### src/rtl/mandelbrot_worker.sv
// Mandelbrot escape-time worker: accepts one pixel per start_in and iterates
// z <= z^2 + c at two cycles per iteration, then holds the colour with pixel_done high.
module mandelbrot_worker #(
    parameter int WIDTH    = 1280,
    parameter int HEIGHT   = 720,
    parameter int BITS     = 24,
    parameter int FRAC     = 13,
    parameter int ZOOM     = 8,
    parameter int MAX_ITER = 32
) (
    input  logic                      clk_in,
    input  logic                      rst_in,
    input  logic                      start_in,
    input  logic [$clog2(WIDTH)-1:0]  curr_x,
    input  logic [$clog2(HEIGHT)-1:0] curr_y,
    input  logic [31:0]               timer,
    output logic                      pixel_done,
    output logic [23:0]               color_out,
    output logic [$clog2(WIDTH)-1:0]  out_x,
    output logic [$clog2(HEIGHT)-1:0] out_y
);

    localparam int XW = $clog2(WIDTH);
    localparam int YW = $clog2(HEIGHT);
    localparam int IW = $clog2(MAX_ITER + 1);
    localparam int SH = FRAC - ZOOM;
    localparam logic signed [BITS:0] ESC_LIM = (BITS+1)'(4 << FRAC);

    typedef enum logic [1:0] {LOAD, MUL, ACC, DONE} state_t;

    state_t r_state, w_next;

    logic [XW-1:0]          r_x;
    logic [YW-1:0]          r_y;
    logic [7:0]             r_tmr;
    logic [IW-1:0]          r_iter;
    logic signed [BITS-1:0] r_c_re, r_c_im;
    logic signed [BITS-1:0] r_z_re, r_z_im;
    logic signed [BITS-1:0] r_re2, r_im2, r_reim;

    logic signed [BITS-1:0] w_c_re, w_c_im;
    logic signed [BITS:0]   w_mag;
    logic                   w_escape, w_cap, w_finish;
    logic [7:0]             w_k;
    logic [23:0]            w_color;
    logic                   w_unused;

    // Fixed-point multiply: full-width product rescaled by FRAC, truncated to BITS.
    function automatic logic signed [BITS-1:0] fx_mul(input logic signed [BITS-1:0] a,
                                                      input logic signed [BITS-1:0] b);
        logic signed [2*BITS-1:0] p;
        p = a * b;
        return BITS'(p >>> FRAC);
    endfunction

    assign w_unused = ^timer[31:8];

    assign w_c_re = ($signed(BITS'(r_x)) - $signed(BITS'(WIDTH / 2))) <<< SH;
    assign w_c_im = ($signed(BITS'(HEIGHT / 2)) - $signed(BITS'(r_y))) <<< SH;

    assign w_mag    = {r_re2[BITS-1], r_re2} + {r_im2[BITS-1], r_im2};
    assign w_escape = (w_mag > ESC_LIM);
    assign w_cap    = (r_iter == IW'(MAX_ITER));
    assign w_finish = w_escape || w_cap;

    // Escape wins over the cap, so only a non-escaped capped point is black.
    assign w_k     = 8'(r_iter) + r_tmr;
    assign w_color = (w_cap && !w_escape) ? 24'h000000 : {w_k, w_k[6:0], 1'b0, ~w_k};

    assign pixel_done = (r_state == DONE);

    always_ff @(posedge clk_in) begin
        if (rst_in) r_state <= DONE;
        else        r_state <= w_next;
    end

    always_comb begin
        w_next = r_state;
        case (r_state)
            DONE:    if (start_in) w_next = LOAD;
            LOAD:    w_next = MUL;
            MUL:     w_next = ACC;
            ACC:     w_next = w_finish ? DONE : MUL;
            default: w_next = DONE;
        endcase
    end

    // Iteration datapath; no reset needed since LOAD reinitialises everything.
    always_ff @(posedge clk_in) begin
        case (r_state)
            DONE: begin
                if (start_in) begin
                    r_x   <= curr_x;
                    r_y   <= curr_y;
                    r_tmr <= timer[7:0];
                end
            end
            LOAD: begin
                r_c_re <= w_c_re;
                r_c_im <= w_c_im;
                r_z_re <= '0;
                r_z_im <= '0;
                r_iter <= '0;
            end
            MUL: begin
                r_re2  <= fx_mul(r_z_re, r_z_re);
                r_im2  <= fx_mul(r_z_im, r_z_im);
                r_reim <= fx_mul(r_z_re, r_z_im);
            end
            ACC: begin
                if (!w_finish) begin
                    r_z_re <= r_re2 - r_im2 + r_c_re;
                    r_z_im <= (r_reim <<< 1) + r_c_im;
                    r_iter <= r_iter + 1'b1;
                end
            end
            default: ;
        endcase
    end

    // Result registers change only on entry to DONE so the held level stays stable.
    always_ff @(posedge clk_in) begin
        if (rst_in) begin
            color_out <= '0;
            out_x     <= '0;
            out_y     <= '0;
        end else if (r_state == ACC && w_finish) begin
            color_out <= w_color;
            out_x     <= r_x;
            out_y     <= r_y;
        end
    end

endmodule

### config.mk
export PLATFORM = sky130hd
export DESIGN_NAME = mandelbrot_worker
export DESIGN_NICKNAME = d
export VERILOG_FILES = /design/src/rtl/mandelbrot_worker.sv
export SDC_FILE = /design/constraint.sdc
export NUM_CORES = 2
export LEC_CHECK = 0
export ABC_AREA = 1
export CAP_MARGIN = 20
export CELL_PAD_IN_SITES_DETAIL_PLACEMENT = 1
export CELL_PAD_IN_SITES_GLOBAL_PLACEMENT = 2
export CORE_ASPECT_RATIO = 1.4
export CORE_MARGIN = 4
export CORE_UTILIZATION = 42
export DETAILED_ROUTE_END_ITERATION = 10
export DONT_BUFFER_PORTS = 1
export GPL_TIMING_DRIVEN = 0
export PLACE_DENSITY_LB_ADDON = 0.1
export RECOVER_POWER = 100
export SETUP_SLACK_MARGIN = 0.4
export SYNTH_ARGS = -nofsm -noshare
export SYNTH_HDL_FRONTEND = slang
export SYNTH_SLANG_ARGS = --single-unit
export TNS_END_PERCENT = 30
### constraint.sdc
create_clock -name clk_in -period 8.4 [get_ports clk_in]
set_input_delay 0.84 -clock clk_in [delete_from_list [all_inputs] [get_ports clk_in]]
set_output_delay 0.84 -clock clk_in [all_outputs]
set_load 0.02 [all_outputs]
==> flow_summary.yaml <==
global_routing:
  grt_overflow: 0
  grt_pass1_vias: 51207
  grt_pass1_wl_um: 331000
  grt_most_used_layer: "met2"
  met2_usage: 0.566
  grt_antenna_before_repair: 8
  groute.layer.met3.usage: 0.0361
  grt_max_degree: 30
  track_usage: 0.316
  grt_use_met1: 0.369
floorplanning:
  die-area_mm2: 0.145
  rows: 161
  die-width_um: 323
  fp.coreArea_mm2: 0.138
  ios: 102
  die_y_um: 449
  start_util: 0.424
detailed_routing:
  drc: 0
  drt-pass1-iter-count: 5
  avgViaCountPerCell: 5.09
  num_vias: 45163
  drtAntennaViolNets: 0
  post_drt_wl_per_cell_um: 25.3
  finalWirelength_um: 224000
  drtIter0Drc: 2558
clocking:
  cts_tree: "done"
  max-clock-path-buffers: 3
  cts_root_buf: "clkbuf_16"
  cts_made_buffers: 27
  clk_latency_ns: 0.68
  postCtsHoldBufs: 0
  h-tree-depth: 1
  clk_pin_slew_worst_paths_ns: 0.07
  cts_num_sinks: 215
timing:
  finalSetupViolations: 0
  tightestPinTransition_ns: 2.67
  skew_ns: 0.0594
  relSlewSlack: -0.788
  max_freq_ghz: 0.125
  final_hold_viol_count: 0
  post-route-period-util: 0.954
  rsz0062_at_grt: "yes"
  drv_slew: 169
  final.min_clock_period_ns: 8.02
synthesis:
  synthArstFlopShare: 0
  synth.most_common_cell: "inv_1"
  ys_seq_area_frac: 0.104
  synthesis.nets: 8784
  synth_top_flop_cell: "edfxtp_1"
  syn_inst: 6989
  synth_top_area_cell: "fa_1"
  synthesis.area_mm2: 0.0584
  synth_commonest_cells: "2406 x inv_1, 1406 x nand2_1, 1269 x fa_1"
  synth_top_area_frac: 0.435
  synth_enable_flop_cells: 176
  synthTopCellsByArea: "fa_1 44%, inv_1 15%, ha_1 10%"
  ys_types: 46
  synth_warnings: 0
  avgSynthCellArea_um2: 8.35
  synth_seq_cells: 215
worst_setup_path:
  cp_common_cell: "fa_1"
  slowest_stage: "clkbuf_1"
  cp.required_ns: 8.73
  cp-end-kind: "flop"
  cp-start-kind: "flop"
  path_max_fanout: 10
  crit_type: "flop to flop"
  worstPathCellList: "clkbuf_4 > clkbuf_1 > nand2_1 > inv_1 > fa_1 > fa_1 > fa_1 > fa_1 > fa_1 > fa_1 > inv_1 > fa_1 > inv_1 > ha_1 > a21oi_1 > o21ai_0 > a211oi_1 > nand2_1 > nand3_1 > nand2_1 > xor2_1"
  crit_arrival_ns: 8.35
  max_stage_delay_ns: 0.70
status:
  violations: "max-capacitance violations, max-slew violations"
  status: "finished with violations"
finish:
  nets: 8859
  drive_gt1_frac: 0.0385
  final-instance-count-excl-fill: 8881
  syn2layout_area_growth_pct: 7.02
placed_design:
  dp_cells: 8818
  dpl.hpwl_um: 195000
  port_buffers: 0
  globalplace.congestion: 0.949
run:
  cap_viol_max_count: 8
worst_hold_path:
  hp-class: "primary input to flop"
## sequential cells by signal, indices dropped and copies added, names as in the netlist, 8 cells and up
| register | flops |
|---|---|
| r_im2 | 24 |
| r_re2 | 24 |
| r_z_re | 24 |
| r_reim | 23 |
| r_z_im | 23 |
| color_out | 16 |
| r_c_re | 12 |
| out_x | 11 |
| r_c_im | 11 |
| r_x | 11 |
| out_y | 10 |
| r_y | 10 |
| r_tmr | 8 |
## per-stage QoR
step | hold WS (ns) | setup slack (ns) | setup TNS, ns | utilization | instance area [um^2]
2_1_floorplan | 0.415 | 1.90 | 0 | - | 58400
3_3_place_gp | 0.434 | -1.08 | -20.75 | 0.440 | 60600
3_5_place_dp | 0.438 | -0.744 | -9.25 | 0.444 | 61200
4_1_cts | 0.222 | 0.399 | 0 | 0.454 | 62600
5_1_grt | 0.253 | 0.209 | 0 | 0.453 | 62500
6_report | 0.266 | 0.384 | 0 | 0.453 | 62500
## layer usage
layer	routed length (um)	vias up
li1	-	19882
met3	11700	511
met2	115000	1192
met1	82500	23578
met4	15700	0
met5	0	-
## critical path, delay by kind of cell (launching register included)
kind	cells	cell delay, ns
adder cells (fa/ha/maj)	8	3.92
AO/OA/AOI/OAI	3	0.75
XOR/XNOR	1	0.63
AND/OR/NAND/NOR	4	0.62
flip-flops	1	0.53
buffers and inverters	5	1.27
## worst paths after layout
kind              startpoint  cells past startpoint  slack [ns]    endpoint
setup / recovery  r_z_re[22]                     21        0.38   r_re2[19]
hold / removal     curr_y[0]                      0        0.27      r_y[0]
setup reg to reg  r_z_re[22]                     21        0.38   r_re2[19]
hold reg to reg       r_x[6]                      0        0.45  r_c_re[11]
## layout by cell type (no fill, tap or decap), types with 6 or more instances in the layout
master              n
inv_1            2407
nand2_1          1408
fa_1             1268
ha_1              470
a21oi_1           224
nor2_1            188
edfxtp_1          176
xor2_1            118
nand3_1           106
o21ai_0            96
xnor2_1            77
clkbuf_1           73
clkbuf_2           66
clkbuf_4           40
dfxtp_1            39
buf_2              31
clkbuf_16          27
buf_8              25
nand4_1            24
nor3_1             23
o21a_1             21
buf_4              20
buf_1              11
o21bai_1           11
or2_2              10
a21o_1             10
nand3b_1           10
clkinv_1            8
clkdlybuf4s15_2     7
a31oi_1             7
o221ai_1            6
nor4_1              6
a211oi_1            6
## repair_timing
action | CTS | global route
pin swaps | 0 | 1
buffers inserted | 3 | 6
setup endpoints to repair | 51 | 21
gates resized for setup | 192 | 216
cloned | 0 | 0
## cell families (layout without fill, tap and decap cells)
kind of cell,after synthesis,count (layout),share of synthesized area
buffers and inverters,2651,2747,0.172
AND/OR/NAND/NOR,1787,1787,0.121
adder cells (fa/ha/maj),1739,1739,0.536
AO/OA/AOI/OAI,397,397,0.0373
flip-flops,215,215,0.104
XOR/XNOR,199,199,0.0299
other,1,4,0.0000643
## area by class of cell
| cell class | instances | area, um^2 |
|---|---|---|
| Inverter | 2416 | 9070 |
| Sequential cell | 215 | 6070 |
| Buffer | 234 | 1270 |
| Antenna cell | 3 | 7.51 |
| Timing Repair Buffer | 47 | 589 |
| Clock inverter | 20 | 189 |
| Fill cell | 16637 | 75300 |
| Clock buffer | 30 | 687 |
| Multi-Input combinational cell | 4123 | 42300 |
| Tap cell | 1793 | 2240 |
Power is not shown: default switching activity piles up to over one toggle a cycle in this logic, so the estimate is an artifact.
